## src/rtl/tucanos_dispatcher.sv

```systemverilog
`default_nettype none
// ============================================================================
// Module      : tucanos_dispatcher
// Description : OS-side preemption dispatcher with a 3-entry process table.
//               Optional counters enabled by the macro DISPATCH_STATS_EN.
// Revision    : 1.0 - initial release
// ============================================================================
module tucanos_dispatcher #(
    parameter logic [11:0] OS_ENTRY_ADDR = 12'd256,
    parameter logic [11:0] PROC1_BASE    = 12'd512,
    parameter logic [11:0] PROC2_BASE    = 12'd1024,
    parameter logic [11:0] PROC3_BASE    = 12'd1536,
    parameter logic [5:0]  SYSRET_OP     = 6'b100100
) (
    input  logic        clock,
    input  logic        reset_n,
    input  logic        jump_enabler,
    input  logic [31:0] state_register,
    input  logic [11:0] program_counter,
    input  logic [5:0]  opcode,
    input  logic [2:0]  io_done,
    output logic        pc_override_valid,
    output logic [11:0] pc_override,
    output logic        mux_system_instruction,
    output logic [1:0]  current_process,
    output logic [2:0]  cause,
`ifdef DISPATCH_STATS_EN
    output logic        all_halted,
    output logic [15:0] switch_count,
    output logic [15:0] io_wait_cycles
`else
    output logic        all_halted
`endif
);

    typedef enum logic [2:0] {
        ST_USER    = 3'd0,
        ST_ENTER   = 3'd1,
        ST_OS      = 3'd2,
        ST_SELECT  = 3'd3,
        ST_RESTORE = 3'd4,
        ST_STOP    = 3'd5
    } state_e;

    typedef enum logic [1:0] {
        PS_READY   = 2'd0,
        PS_WAITING = 2'd1,
        PS_HALTED  = 2'd2
    } pstat_e;

    state_e      state_q, state_d;
    logic [1:0]  cur_q, cur_d;
    logic [1:0]  hint_q, hint_d;
    logic [2:0]  cause_q, cause_d;
    logic        valid_q, valid_d;
    logic [11:0] pc_ov_q, pc_ov_d;
    logic        mux_q, mux_d;
    logic        halted_q, halted_d;
    logic [11:0] saved_pc_q [1:3];
    logic [11:0] saved_pc_d [1:3];
    pstat_e      status_q [1:3];
    pstat_e      status_d [1:3];

    logic [3:0]  ready_vec;
    logic        any_wait;
    logic [1:0]  pick;
    logic        code_valid;

    function automatic logic [1:0] rr_next(input logic [1:0] cur, input logic [1:0] step);
        logic [2:0] sum;
        sum = {1'b0, cur} + {1'b0, step};
        if (sum > 3'd3) begin
            sum = sum - 3'd3;
        end
        return sum[1:0];
    endfunction

    assign code_valid = (state_register != 32'd0) && (state_register <= 32'd5);

    // Descending loop so the closest round-robin candidate is assigned last and wins.
    always_comb begin
        ready_vec = 4'b0000;
        any_wait  = 1'b0;
        for (int i = 1; i <= 3; i++) begin
            ready_vec[i] = (status_q[i] == PS_READY);
            if (status_q[i] == PS_WAITING) begin
                any_wait = 1'b1;
            end
        end
        pick = 2'd0;
        if ((cause_q == 3'd1) && ready_vec[hint_q]) begin
            pick = hint_q;
        end else begin
            for (int k = 3; k >= 1; k--) begin
                if (ready_vec[rr_next(cur_q, 2'(k))]) begin
                    pick = rr_next(cur_q, 2'(k));
                end
            end
        end
    end

    always_comb begin
        state_d  = state_q;
        cur_d    = cur_q;
        hint_d   = hint_q;
        cause_d  = cause_q;
        valid_d  = 1'b0;
        pc_ov_d  = pc_ov_q;
        mux_d    = mux_q;
        halted_d = halted_q;
        for (int i = 1; i <= 3; i++) begin
            saved_pc_d[i] = saved_pc_q[i];
            status_d[i]   = (status_q[i] == PS_WAITING && io_done[i-1]) ? PS_READY : status_q[i];
        end
        case (state_q)
            ST_USER: begin
                if (jump_enabler && code_valid) begin
                    saved_pc_d[cur_q] = program_counter;
                    state_d           = ST_ENTER;
                    valid_d           = 1'b1;
                    pc_ov_d           = OS_ENTRY_ADDR;
                    mux_d             = 1'b0;
                    // A wait code overrides a same-cycle io_done for the running process.
                    if (state_register <= 32'd3) begin
                        cause_d = 3'd1;
                        hint_d  = state_register[1:0];
                    end else if (state_register == 32'd4) begin
                        cause_d         = 3'd4;
                        status_d[cur_q] = PS_WAITING;
                    end else begin
                        cause_d         = 3'd5;
                        status_d[cur_q] = PS_HALTED;
                    end
                end
            end
            ST_ENTER: state_d = ST_OS;
            ST_OS: begin
                if (opcode == SYSRET_OP) begin
                    state_d = ST_SELECT;
                end
            end
            ST_SELECT: begin
                if (pick != 2'd0) begin
                    state_d = ST_RESTORE;
                    valid_d = 1'b1;
                    pc_ov_d = saved_pc_q[pick];
                    cur_d   = pick;
                    mux_d   = 1'b1;
                end else if (!any_wait) begin
                    state_d  = ST_STOP;
                    halted_d = 1'b1;
                end
            end
            ST_RESTORE: state_d = ST_USER;
            ST_STOP:    state_d = ST_STOP;
            default:    state_d = ST_USER;
        endcase
    end

    always_ff @(posedge clock or negedge reset_n) begin
        if (!reset_n) begin
            state_q       <= ST_USER;
            cur_q         <= 2'd1;
            hint_q        <= 2'd1;
            cause_q       <= 3'd0;
            valid_q       <= 1'b0;
            pc_ov_q       <= 12'd0;
            mux_q         <= 1'b1;
            halted_q      <= 1'b0;
            saved_pc_q[1] <= PROC1_BASE;
            saved_pc_q[2] <= PROC2_BASE;
            saved_pc_q[3] <= PROC3_BASE;
            for (int i = 1; i <= 3; i++) begin
                status_q[i] <= PS_READY;
            end
        end else begin
            state_q  <= state_d;
            cur_q    <= cur_d;
            hint_q   <= hint_d;
            cause_q  <= cause_d;
            valid_q  <= valid_d;
            pc_ov_q  <= pc_ov_d;
            mux_q    <= mux_d;
            halted_q <= halted_d;
            for (int i = 1; i <= 3; i++) begin
                saved_pc_q[i] <= saved_pc_d[i];
                status_q[i]   <= status_d[i];
            end
        end
    end

    assign pc_override_valid      = valid_q;
    assign pc_override            = pc_ov_q;
    assign mux_system_instruction = mux_q;
    assign current_process        = cur_q;
    assign cause                  = cause_q;
    assign all_halted             = halted_q;

`ifdef DISPATCH_STATS_EN
    logic [15:0] switch_count_q;
    logic [15:0] io_wait_q;

    always_ff @(posedge clock or negedge reset_n) begin
        if (!reset_n) begin
            switch_count_q <= 16'd0;
            io_wait_q      <= 16'd0;
        end else if (state_q == ST_SELECT) begin
            if (pick != 2'd0) begin
                if (switch_count_q != 16'hFFFF) begin
                    switch_count_q <= switch_count_q + 16'd1;
                end
            end else if (io_wait_q != 16'hFFFF) begin
                io_wait_q <= io_wait_q + 16'd1;
            end
        end
    end

    assign switch_count   = switch_count_q;
    assign io_wait_cycles = io_wait_q;
`endif

endmodule
`default_nettype wire

```

## config.mk

```make
export PLATFORM = sky130hd
export DESIGN_NAME = tucanos_dispatcher
export DESIGN_NICKNAME = d
export VERILOG_FILES = /design/src/rtl/tucanos_dispatcher.sv
export SDC_FILE = /design/constraint.sdc
export NUM_CORES = 1
export LEC_CHECK = 0
export ABC_AREA = 1
export BUFFER_PORTS_ARGS = -buffer_cell sky130_fd_sc_hd__buf_2
export CORE_MARGIN = 2
export CORE_UTILIZATION = 48
export CTS_CLUSTER_DIAMETER = 30
export DETAILED_ROUTE_END_ITERATION = 8
export GPL_TIMING_DRIVEN = 0
export PLACE_DENSITY = 0.68
export SYNTH_ARGS = -nofsm -noshare
export SYNTH_HDL_FRONTEND = slang
export SYNTH_SLANG_ARGS = --single-unit
```

## constraint.sdc

```tcl
create_clock -name clock -period 5.5 [get_ports clock]
set_input_delay 0.275 -clock clock [delete_from_list [all_inputs] [get_ports clock]]
set_output_delay 0.275 -clock clock [all_outputs]
set_load 0.01 [all_outputs]
```

==> Yosys cells after proc, flatten, opt, wreduce, memory -nomap -nowiden <==
Index checks and enable logic that the tools add are counted.
{ "classes": {"reduce_logical": 20, "n_bitwise": 10, "addsub": 6, "n_eq_ne": 14, "n_lt_le_gt_ge": 12, "muxes": 52} }
{ "op_table": {"columns": ["cell", "count"], "rows": [
  ["12-bit two-way mux", 5],
  ["36-bit bitwise mux", 1],
  ["32-bit by 3-bit equality test with 1-bit output (second input constant)", 1],
  ["32-bit by 2-bit <= comparator with 1-bit output (second input constant)", 1],
  ["32-bit by 3-bit <= comparator with 1-bit output (second input constant)", 1],
  ["32-bit nonzero test", 1],
  ["2-bit two-way mux", 14],
  ["12-bit binary-select mux with 2-bit select", 1],
  ["12-bit demux with 2-bit select", 1],
  ["6-bit two-way mux", 4],
  ["12-bit case mux with 2 select lines", 1],
  ["3-bit two-way mux", 5],
  ["3-bit case mux with 5 select lines", 1],
  ["2-bit by 3-bit < comparator with 1-bit output (second input constant)", 4],
  ["1-bit two-way mux", 12],
  ["3-bit AND reduction", 4],
  ["3-bit by 2-bit greater-than comparator with 1-bit output (second input constant)", 3],
  ["1-bit binary-select mux with 2-bit select", 4],
  ["1-bit logical AND", 7],
  ["2-bit by 2-bit adder with 3-bit output (second input constant)", 2],
  ["3-bit bitwise AND", 2],
  ["2-bit by 1-bit equality test with 1-bit output (second input constant)", 3],
  ["3-bit by 1-bit equality test with 1-bit output (second input constant)", 2],
  ["3-bit by 2-bit equality test with 1-bit output (second input constant)", 2],
  ["18 further kinds", 32]
]} }
{ "word_totals": {"wordCells": 128, "regBits": 67, "out_inout_bits": 20, "inputBits": 56} }

==> Longest topological paths before layout <==
Gate-level depths: netlist of run 1.
{ "depth": {"word_depth": 17, "mapped_depth": 16, "ltp_nobuf": 16} }

==> Worst setup path after synthesis of run 1 <==
Ideal clock, no wire load.
{ "synth_timing": {"kind": "flip-flop to flip-flop", "from": "register cur_q[0], in the netlist current_process[0]", "to": "register pc_ov_q[10], in the netlist pc_override[10]", "path_slack_ns": 3.476, "stages_incl_launch_ff": 16, "arrival_time_ns": 1.907, "t_required_ns": 5.383, "path_cell_list": "dfstp_2 > inv_1 > ha_1 > inv_1 > nand2_1 > nand2_1 > nor2_1 > nand2_1 > nand3_1 > nand2_2 > nand2_4 > nand2_1 > nand2_2 > buf_6 > nand3_1 > nand2_1"} }
{ "synth_between": {"elab_chain_len": 16, "elab_cells_between_ends": 34} }
{ "synth_rtl": {"columns": ["item", "line_no", "source"], "rows": [
  ["start: declaration", "52", "logic [1:0] cur_q, cur_d;"],
  ["start signal: assignment", "178", "cur_q <= cur_d;"],
  ["2-bit by 2-bit adder with 3-bit output", "71", "sum = {1'b0, cur} + {1'b0, step};"],
  ["3-bit by 2-bit greater-than comparator with 1-bit output / 2-bit subtractor (equally long branches)", "72, 73", null],
  ["2-bit two-way mux", "72", "if (sum > 3'd3) begin"],
  ["2-bit two-way mux", "91", "if ((cause_q == 3'd1) && ready_vec[hint_q]) begin"],
  ["1-bit binary-select mux with 2-bit select", "95", "if (ready_vec[rr_next(cur_q, 2'(k))]) begin"],
  ["1-bit two-way mux (implied by the code)", "95", null],
  ["2-bit two-way mux (2 in series)", "95", null],
  ["2-bit two-way mux *", "95", null],
  ["2-bit two-way mux *", "91", null],
  ["2-bit NOT with 3-bit output (implied by the code)", "146", "pc_ov_d = saved_pc_q[pick];"],
  ["12-bit binary-select mux with 2-bit select", "146", null],
  ["12-bit two-way mux (implied by the code) (2 in series)", "146", null],
  ["12-bit two-way mux", "143", "if (pick != 2'd0) begin"],
  ["12-bit case mux with 2 select lines", "115", "case (state_q)"],
  ["end signal: assignment", "182", "pc_ov_q <= pc_ov_d;"],
  ["end: declaration", "56", "logic [11:0] pc_ov_q, pc_ov_d;"]
]} }
Every way passes the cells marked *; elsewhere a longest branch is shown, timed or not. The select of a mux whose other input is x is not followed.
A chain may end at the register's enable or synchronous reset.

==> Final worst setup path of run 1 <==
{ "layout_timing": {"from": "register cur_q[0], in the netlist current_process[0]", "to": "register pc_ov_q[0], in the netlist pc_override[0]"} }
Same word-level chain as after synthesis.

==> impl_metrics.py, run 1 <==
metrics = {
    "route": {
        "drc": 0,
        "wl_per_cell_microns": 13.1,
        "vias": 3125,
        "via_per_inst": 4.89,
        "dr.pass1.iters": 4,
        "wl_mm": 8.36,
        "antenna_left": 0,
        "drtIter0Drc": 160,
    },
    "worst_setup_path": {
        "slowest_delay_ns": 0.56,
        "startpoint_type": "flop",
        "cp_data_arrival_time_ns": 2.67,
        "path_class": "flop to flop",
        "crit_chain": "inv_1 -> ha_1 -> inv_1 -> nand2_1 -> nand2_1 -> nand2_1 -> nand2_1 -> nand2_1 -> nand2_1 -> nand2_4 -> inv_2 -> buf_4 -> nand2_1 -> o21ai_1 -> nand2_1 -> nand2_1",
        "path_max_fanout": 10,
        "crit_top_cell": "nand2_1",
        "crit_path_top_delay_cell": "dfstp_2",
        "cp_num_buf_inv": 4,
        "crit_required_ns": 5.79,
        "critPathCaptureType": "flop",
        "critical_path.top_delay_family": "simple AND/OR/NAND/NOR gates",
    },
    "timing": {
        "hold_viol_final": 0,
        "drv_slew": 0,
        "setup_slack_ns": 3.11,
        "fin_crit_sh_pct": 43.4,
        "skew_ns": 0.0100,
        "fin_tns_setup_ns": 0,
        "post-route-min-period_ns": 2.39,
        "tightest_slew_ns": 0.832,
        "rsz0062_at_grt": "false",
        "relSlewSlack_pct": 44.5,
        "max_freq_mhz": 419,
        "setup_viol": 0,
        "holdWs_ns": 0.0158,
    },
    "final_layout": {
        "fin_cells": 639,
        "final_layout_size_suffix_gt1_share_pct": 24.4,
        "fin_util_pct": 59.0,
        "diodes": 0,
        "final_area_sq_mm": 0.00421,
        "area_delta_synth_final_pct": 21.0,
        "fin_nets": 594,
        "fillers": 684,
    },
    "synthesis": {
        "synth_area_sq_mm": 0.00348,
        "syn_area_per_cell_sq_um": 7.73,
        "synth_top_area_share_pct": 42.5,
        "yosys_warnings": 0,
        "ys_ff_latch": 66,
        "ys_async_sr_fraction_pct": 100,
        "synthesis.nets": 509,
        "yosysMostFrequentCell": "nand2_1",
        "synth_top_area_cell": "dfrtp_1",
        "synth-edff-count": 0,
        "synth_common_cells": "nand2_1, dfrtp_1, nor2_1",
        "synthCells": 450,
        "yosys-top-cells-area": "dfrtp_1, nand2_1, o21ai_1",
        "yosysSeqAreaShare_pct": 47.8,
        "synth-main-ff-cell": "dfrtp_1",
        "ys_types": 30,
    },
    "power": {
        "powerDensity_mw_per_mm2": 472,
        "ir_drop_mv": 0.260,
        "power_mw": 1.99,
        "p_leak_nw": 2.24,
    },
    "global_route": {
        "grt_usage_pct": 23.4,
        "grt_pass1_wl_mm": 14.1,
        "antenna_found_initial": 0,
        "grt_max_degree": 67,
        "grt_overflow": 0,
        "grt_pass1_vias": 3024,
    },
    "place": {
        "place_ws_ns": 3.16,
        "port_buffers": 74,
        "dp_hpwl_mm": 6.05,
        "placed_area_sq_mm": 0.00397,
        "dp.cells": 623,
        "gp_congestion": 0.850,
    },
    "clocking": {
        "postCtsHoldBufs": 0,
        "cts_sinks": 66,
        "ctsLongestPathBuffers": 2,
        "cts_resized": 0,
        "htreeDepth": 3,
        "cts_setup_buffers": 0,
        "path_clk_slew_ns": 0.07,
        "clk_latency_ns": 0.34,
        "cts_root_buf": "clkbuf_8",
        "cts_buffers": 9,
        "tritoncts": "built",
    },
    "floorplanning": {
        "dieArea_sq_mm": 0.00794,
        "io_pins": 76,
        "fp.dieH_microns": 89.1,
        "core_area_sq_mm": 0.00714,
        "initial_core_util_pct": 48.7,
        "rows": 31,
        "fp.dieW_microns": 89.1,
    },
    "job": {
        "cap_viol_max_count": 0,
    },
    "status": {
        "outcome": "complete, no violations",
    },
    "worst_hold_path": {
        "min_path_type": "primary input to asynchronous set/reset pin",
    },
}
==> flip-flops by register name (all words and copies together), names as in the netlist <==
register,flops
all_halted,1
hint_q,2
pc_override_valid,1
current_process,2
saved_pc_q,36
mux_system_instruction,1
pc_override,12
status_q,6
cause,2
state_q,3
==> layer usage <==
metal | vias up | wire (microns) | GRT usage (%) | part of all wire, %
met1 | 1426 | 3850 | 31.9 | 46
met2 | 95 | 3800 | 36.6 | 45
met3 | 13 | 576 | 6.37 | 6.9
met4 | 0 | 135 | 7.46 | 1.6
li1 | 1591 | - | - | -
met5 | - | 0 | 0 | 0
==> worst register-to-register path, stage by stage (launching register included) <==
cell and delay [ns]:
dfstp_2 0.56, inv_1 0.06, ha_1 0.35, inv_1 0.13, nand2_1 0.08, nand2_1 0.06, nand2_1 0.04, nand2_1 0.06
nand2_1 0.05, nand2_1 0.10, nand2_4 0.10, inv_2 0.08, buf_4 0.18, nand2_1 0.07, o21ai_1 0.22, nand2_1 0.10
nand2_1 0.07
==> cell families after synthesis <==
family	after synthesis	synth area share [%]
DFF	66	47.8
other	1	0.108
buffers and inverters	68	9.61
and+or+nand+nor	235	30.0
AOI/OAI and AO/OA	77	11.4
adders and majority gates	3	1.08
==> report_power, final <==
group	leakage, nW	internal, mW	switching (mW)	total [mW]
sequential	0.862	0.548	0.0399	0.588
combinational	1.26	0.314	0.597	0.911
clock	0.114	0.301	0.186	0.487
==> area by class of cell <==
| type | instances | area (sq um) | share of cell area, % |
|---|---|---|---|
| tap | 99 | 124 | 2.94 |
| clock buffer | 11 | 131 | 3.12 |
| sequential | 66 | 1660 | 39.5 |
| buffer | 15 | 135 | 3.21 |
| inverter | 53 | 199 | 4.73 |
| multi-input combinational | 316 | 1480 | 35.2 |
| clock inverter | 5 | 103 | 2.44 |
| timing repair buffer | 74 | 373 | 8.86 |
==> worst paths after layout <==
path                                                start                         end  slack [ns]  cells past startpoint
max in group asynchronous                         reset_n  saved_pc_q[32]$_DFFE_PN0P_        4.93                      1
max                        current_process[0]$_DFFE_PN1P_  pc_override[0]$_DFFE_PN0P_        3.11                     16
min in group clock                      state_register[0]       hint_q[0]$_DFFE_PN1P_        0.15                      3
max reg2reg                current_process[0]$_DFFE_PN1P_  pc_override[0]$_DFFE_PN0P_        3.11                     16
min                                               reset_n  pc_override[5]$_DFFE_PN0P_        0.02                      1
min reg2reg                        all_halted$_DFFE_PN0P_      all_halted$_DFFE_PN0P_        0.47                      1
==> layout by cell type (no fill, tap or decap), types with 2 or more instances in the layout <==
master     Yosys  routed
dfrtp_1       59      59
inv_2          5       5
buf_2          3      76
buf_6          8       8
nand3_2        2       2
dfstp_2        7       7
nor3_1         4       4
bufinv_16      0       3
o21ai_0       16      16
a21oi_1        6       6
nand3_1       32      32
clkbuf_1       0       2
o22ai_1        2       2
a21boi_1       2       2
o21ai_1       49      49
o21bai_1       2       2
nand2_2        5       5
inv_1         48      48
clkbuf_8       0       9
ha_1           3       3
nand2_4        5       5
nor2_1        55      55
nand2_1      124     124
buf_4          4       5
No activity file was read; power rests on OpenSTA's default activity.
==> run 2: changes to the inputs <==
- clock period: 5.5 -> 2.5 ns (I/O delays scaled with it)
==> impl_metrics.py, run 2 (same netlist as run 1, synthesis figures left out) <==
metrics = {
    "power": {
        "power_mw": 4.43,
        "power_switching_mw": 1.83,
        "pwr-share-seq_pct": 29.3,
        "combinationalPowerShare_pct": 46.4,
        "p_leak_nw": 2.25,
        "ir_drop_mv": 0.514,
        "p_int_mw": 2.60,
        "switching_share_pct": 41.4,
        "powerDensity_mw_per_mm2": 1040,
        "power.clock.fraction_pct": 24.4,
    },
    "clocking": {
        "tritoncts": "built",
        "cts_root_buf": "clkbuf_8",
        "clk_latency_ns": 0.35,
        "htreeDepth": 3,
        "ctsLongestPathBuffers": 2,
        "cts_setup_buffers": 0,
        "cts_buffers": 9,
        "cts_sinks": 66,
        "path_clk_slew_ns": 0.07,
    },
    "status": {
        "outcome": "complete, no violations",
    },
    "route": {
        "drtIter0Drc": 187,
        "wl_mm": 8.46,
        "via_per_inst": 4.90,
        "antenna_left": 0,
        "dr.pass1.iters": 5,
        "vias": 3140,
        "drc": 0,
        "wl_per_cell_microns": 13.2,
    },
    "worst_setup_path": {
        "path_class": "flop to flop",
        "startpoint_type": "flop",
        "critPathCaptureType": "flop",
        "cp_data_arrival_time_ns": 2.58,
        "crit_required_ns": 2.79,
        "path_max_fanout": 10,
    },
    "final_layout": {
        "layout_commonest_cell": "nand2_1",
        "fillers": 681,
        "final_area_sq_mm": 0.00425,
        "area_delta_synth_final_pct": 22.1,
        "mostFrequentLayoutCells": "nand2_1, buf_2, dfrtp_1",
        "final_layout_size_suffix_gt1_share_pct": 24.7,
        "diodes": 0,
        "multiInputGateArea_sq_mm": 0.00150,
        "fin_cells": 641,
        "regArea_sq_mm": 0.00166,
        "largest_register": "saved_pc_q",
        "fin_nets": 596,
        "fin_util_pct": 59.5,
        "largest_reg_flops": 36,
    },
    "place": {
        "dp_hpwl_mm": 6.05,
        "gp_congestion": 0.850,
        "placed_area_sq_mm": 0.00397,
        "dp.cells": 623,
        "place_ws_ns": 0.165,
        "port_buffers": 74,
    },
    "timing": {
        "relSlewSlack_pct": 43.1,
        "max_freq_mhz": 436,
        "rsz0062_at_grt": "false",
        "skew_ns": 0.00946,
        "hold_viol_final": 0,
        "setup_slack_ns": 0.209,
        "setup_viol": 0,
        "tightest_slew_ns": 0.853,
        "holdWs_ns": 0.0260,
        "fin_crit_sh_pct": 91.7,
        "drv_slew": 0,
        "fin_tns_setup_ns": 0,
        "post-route-min-period_ns": 2.29,
    },
    "global_route": {
        "gr-usage-met1_pct": 32.0,
        "grt_overflow": 0,
        "grt_use_met3_pct": 6.37,
        "busiest_layer": "met2",
        "grt_max_degree": 67,
        "grt_pass1_wl_mm": 14.1,
        "grt_pass1_vias": 3025,
        "grtUsageMet2_pct": 36.6,
        "grt_usage_pct": 23.5,
        "antenna_found_initial": 0,
    },
    "floorplanning": {
        "core_area_sq_mm": 0.00714,
        "fp.dieH_microns": 89.1,
        "rows": 31,
        "io_pins": 76,
        "dieArea_sq_mm": 0.00794,
        "fp.dieW_microns": 89.1,
        "initial_core_util_pct": 48.7,
    },
    "worst_hold_path": {
        "min_path_type": "primary input to flop",
    },
    "job": {
        "cap_viol_max_count": 0,
    },
}
-- run 2: cell types whose count changed in the layout (fill, tap and decap cells not counted), sizes merged --
cell / previous run / this run
dlygate4sd3: 0 / 2
clkbuf: 11 / 12
buf: 89 / 88
-- run 2: layer usage --
layer / vias to the layer above / share of wire [%]
met1: 1447 / 47
met5: - / 0
li1: 1597 / -
met2: 83 / 45
met3: 13 / 6.1
met4: 0 / 1.7
-- run 2: final cells by class --
class | count | share of cell area [%]
Sequential cell | 66 | 39.1
Multi-Input combinational cell | 316 | 35.3
Timing Repair Buffer | 76 | 9.25
Inverter | 53 | 4.68
Buffer | 15 | 3.24
Clock buffer | 11 | 3.09
Tap cell | 99 | 2.92
Clock inverter | 5 | 2.42
-- run 2: repair_timing --
item,CTS,global route
endpoints found under the setup margin,0,6
gates resized for setup,0,3
endpoints found under the hold margin,60,0
hold buffers,2,0
-- run 2: critical path, stage by stage (launching register included) --
cell	delay, ns
dfstp_2	0.57
inv_1	0.09
ha_4	0.26
inv_1	0.11
nand2_1	0.09
nand2_1	0.08
nand2_1	0.05
nand2_1	0.06
nand2_1	0.05
nand2_1	0.10
nand2_4	0.10
inv_2	0.08
buf_4	0.18
nand2_1	0.07
o21ai_1	0.18
nand2_1	0.10
nand2_1	0.06
-- run 2: power groups by stage --
stage / Combinational, mW / Sequential (mW) / Clock, mW
after floorplan: 1.34 / 1.36 / 0
after global placement: 1.97 / 1.31 / 0
after detailed placement: 1.98 / 1.31 / 0
after CTS: 1.99 / 1.29 / 1.10
after global routing: 2.27 / 1.31 / 1.15
final: 2.05 / 1.30 / 1.08
-- run 2: path summary, 6_finish.rpt --
kind,start,endpoint,slack [ns],cells after the start
setup / recovery,current_process[0]$_DFFE_PN1P_,pc_override[5]$_DFFE_PN0P_,0.21,16
hold / removal,program_counter[9],saved_pc_q[33]$_DFFE_PN1P_,0.03,3
setup reg to reg,current_process[0]$_DFFE_PN1P_,pc_override[5]$_DFFE_PN0P_,0.21,16
hold reg to reg,all_halted$_DFFE_PN0P_,all_halted$_DFFE_PN0P_,0.47,1
max in group asynchronous,reset_n,status_q[1]$_DFF_PN0_,1.50,2
min in group asynchronous,reset_n,pc_override[5]$_DFFE_PN0P_,0.41,2
==> run 3: changes to the inputs <==
- clock period: 2.5 -> 2.3 ns (I/O delays scaled with it)
==> impl_metrics.py, run 3 (same netlist as run 1, synthesis figures left out) <==
metrics = {
    "global_route": {
        "grt_pass1_wl_mm": 14.2,
        "grt_pass1_vias": 3045,
        "grt_overflow": 0,
        "grt_max_degree": 67,
        "grt_usage_pct": 23.6,
        "antenna_found_initial": 0,
    },
    "place": {
        "gp_congestion": 0.850,
        "dp_hpwl_mm": 6.05,
        "placed_area_sq_mm": 0.00397,
        "port_buffers": 74,
    },
    "power": {
        "power_mw": 5.21,
        "p_leak_nw": 2.29,
        "powerDensity_mw_per_mm2": 1200,
        "ir_drop_mv": 0.680,
    },
    "clocking": {
        "clk_latency_ns": 0.35,
        "cts_sinks": 66,
        "ctsLongestPathBuffers": 2,
        "cts_root_buf": "clkbuf_8",
        "path_clk_slew_ns": 0.08,
        "htreeDepth": 3,
        "tritoncts": "built",
        "cts_buffers": 9,
    },
    "worst_setup_path": {
        "path_max_fanout": 10,
        "slowest_delay_ns": 0.56,
        "critical_path.top_delay_family": "simple AND/OR/NAND/NOR gates",
        "startpoint_type": "flop",
        "path_class": "flop to flop",
        "crit_chain": "inv_2 -> ha_4 -> inv_2 -> nand2_1 -> nand2_1 -> nand2_1 -> nand2_1 -> nand2_1 -> nand2_1 -> nand2_4 -> inv_2 -> buf_4 -> nand2_1 -> o21ai_1 -> nand2_1 -> nand2_1",
        "crit_path_top_delay_cell": "dfstp_2",
        "cp_data_arrival_time_ns": 2.48,
        "crit_top_cell": "nand2_1",
        "critPathCaptureType": "flop",
        "crit_required_ns": 2.59,
        "cp_num_buf_inv": 4,
    },
    "floorplanning": {
        "core_area_sq_mm": 0.00714,
        "fp.dieW_microns": 89.1,
        "rows": 31,
        "io_pins": 76,
        "dieArea_sq_mm": 0.00794,
        "initial_core_util_pct": 48.7,
        "fp.dieH_microns": 89.1,
    },
    "final_layout": {
        "fin_nets": 602,
        "largest_register": "saved_pc_q",
        "area_delta_synth_final_pct": 24.9,
        "largest_reg_flops": 36,
        "mostFrequentLayoutCells": "nand2_1, buf_2, dfrtp_1",
        "diodes": 0,
        "final_layout_size_suffix_gt1_share_pct": 27.0,
        "layout_commonest_cell": "nand2_1",
        "final_area_sq_mm": 0.00434,
    },
    "timing": {
        "hold_viol_final": 0,
        "drv_slew": 0,
        "tightest_slew_ns": 0.835,
        "max_freq_mhz": 455,
        "post-route-min-period_ns": 2.20,
        "setup_viol": 0,
        "relSlewSlack_pct": 44.3,
        "fin_crit_sh_pct": 95.5,
        "skew_ns": 0.0100,
        "rsz0062_at_grt": "false",
    },
    "worst_hold_path": {
        "min_path_type": "primary input to flop",
    },
    "route": {
        "wl_mm": 8.65,
        "via_per_inst": 4.90,
        "drtIter0Drc": 182,
        "drc": 0,
        "vias": 3168,
        "dr.pass1.iters": 4,
        "antenna_left": 0,
        "wl_per_cell_microns": 13.4,
    },
    "job": {
        "cap_viol_max_count": 0,
    },
    "status": {
        "outcome": "complete, no violations",
    },
}
## run 3: cell count changes in the layout (fill, tap and decap cells not counted), moves of 2 or more
| cell | before | now |
|---|---|---|
| buf_4 | 5 | 7 |
| o21ai_2 | 1 | 5 |
| o21ai_1 | 48 | 44 |
| buf_8 | 0 | 2 |
| inv_1 | 48 | 46 |
| inv_2 | 5 | 7 |
## run 3: worst register-to-register path, delay by kind of cell (launching register included)
kind / cells / cell delay (ns)
adder cells (fa/ha/maj): 1 / 0.23
AO/OA/AOI/OAI: 1 / 0.18
buffers and inverters: 4 / 0.41
AND/OR/NAND/NOR: 10 / 0.77
flip-flops: 1 / 0.56
## run 3: area by class of cell
cell class | count | area [sq um]
clock inverter | 5 | 103
fill | 668 | 2790
timing repair buffer | 81 | 448
buffer | 15 | 153
clock buffer | 11 | 131
multi-input combinational | 317 | 1530
sequential | 66 | 1660
inverter | 53 | 199
tap | 99 | 124
## run 3: routing by layer
layer / vias to the layer above / wire length [microns] / GRT usage (%)
li1: 1613 / - / -
met1: 1470 / 4030 / 32.3
met2: 76 / 4070 / 36.6
met3: 9 / 441 / 6.37
met4: 0 / 98 / 7.46
met5: - / 0 / 0
## run 3: power by group
group,switching (mW),total [mW],leakage [nW],internal [mW]
logic,1.58,2.63,1.32,1.06
registers,0.0983,1.41,0.862,1.31
clock network,0.447,1.17,0.114,0.719
total,2.12,5.21,2.29,3.08
## run 3: worst paths after layout
check | start | endpoint | slack (ns) | cells after the start
max in group asynchronous | reset_n | status_q[1]$_DFF_PN0_ | 1.33 | 2
min | program_counter[9] | saved_pc_q[33]$_DFFE_PN1P_ | 0.02 | 3
min reg2reg | all_halted$_DFFE_PN0P_ | all_halted$_DFFE_PN0P_ | 0.47 | 1
min in group asynchronous | reset_n | pc_override[5]$_DFFE_PN0P_ | 0.41 | 2
max | current_process[0]$_DFFE_PN1P_ | pc_override[4]$_DFFE_PN0P_ | 0.10 | 16
max reg2reg | current_process[0]$_DFFE_PN1P_ | pc_override[4]$_DFFE_PN0P_ | 0.10 | 16
## run 3: what timing repair did
action / CTS / global route
gates cloned: 0 / 2
hold buffers: 2 / 0
hold endpoints to repair: 60 / 0
resized for setup: 6 / 9
setup buffers: 0 / 4
setup endpoints to repair: 6 / 13
pin swaps: 0 / 3
## run 3: per-stage QoR
step	hold WS, ns	setup slack, ns	setup TNS, ns	util [%]	cells
final	0.0198	0.105	0	60.9	647
after global routing	0.0219	0.0131	0	60.9	647
after CTS	0.00834	0.0947	0	59.6	641
after detailed placement	0.269	-0.0352	-0.0674	55.7	623
after global placement	0.354	-0.0432	-0.103	55.6	623
after floorplan	-0.181	0.276	0	-	450
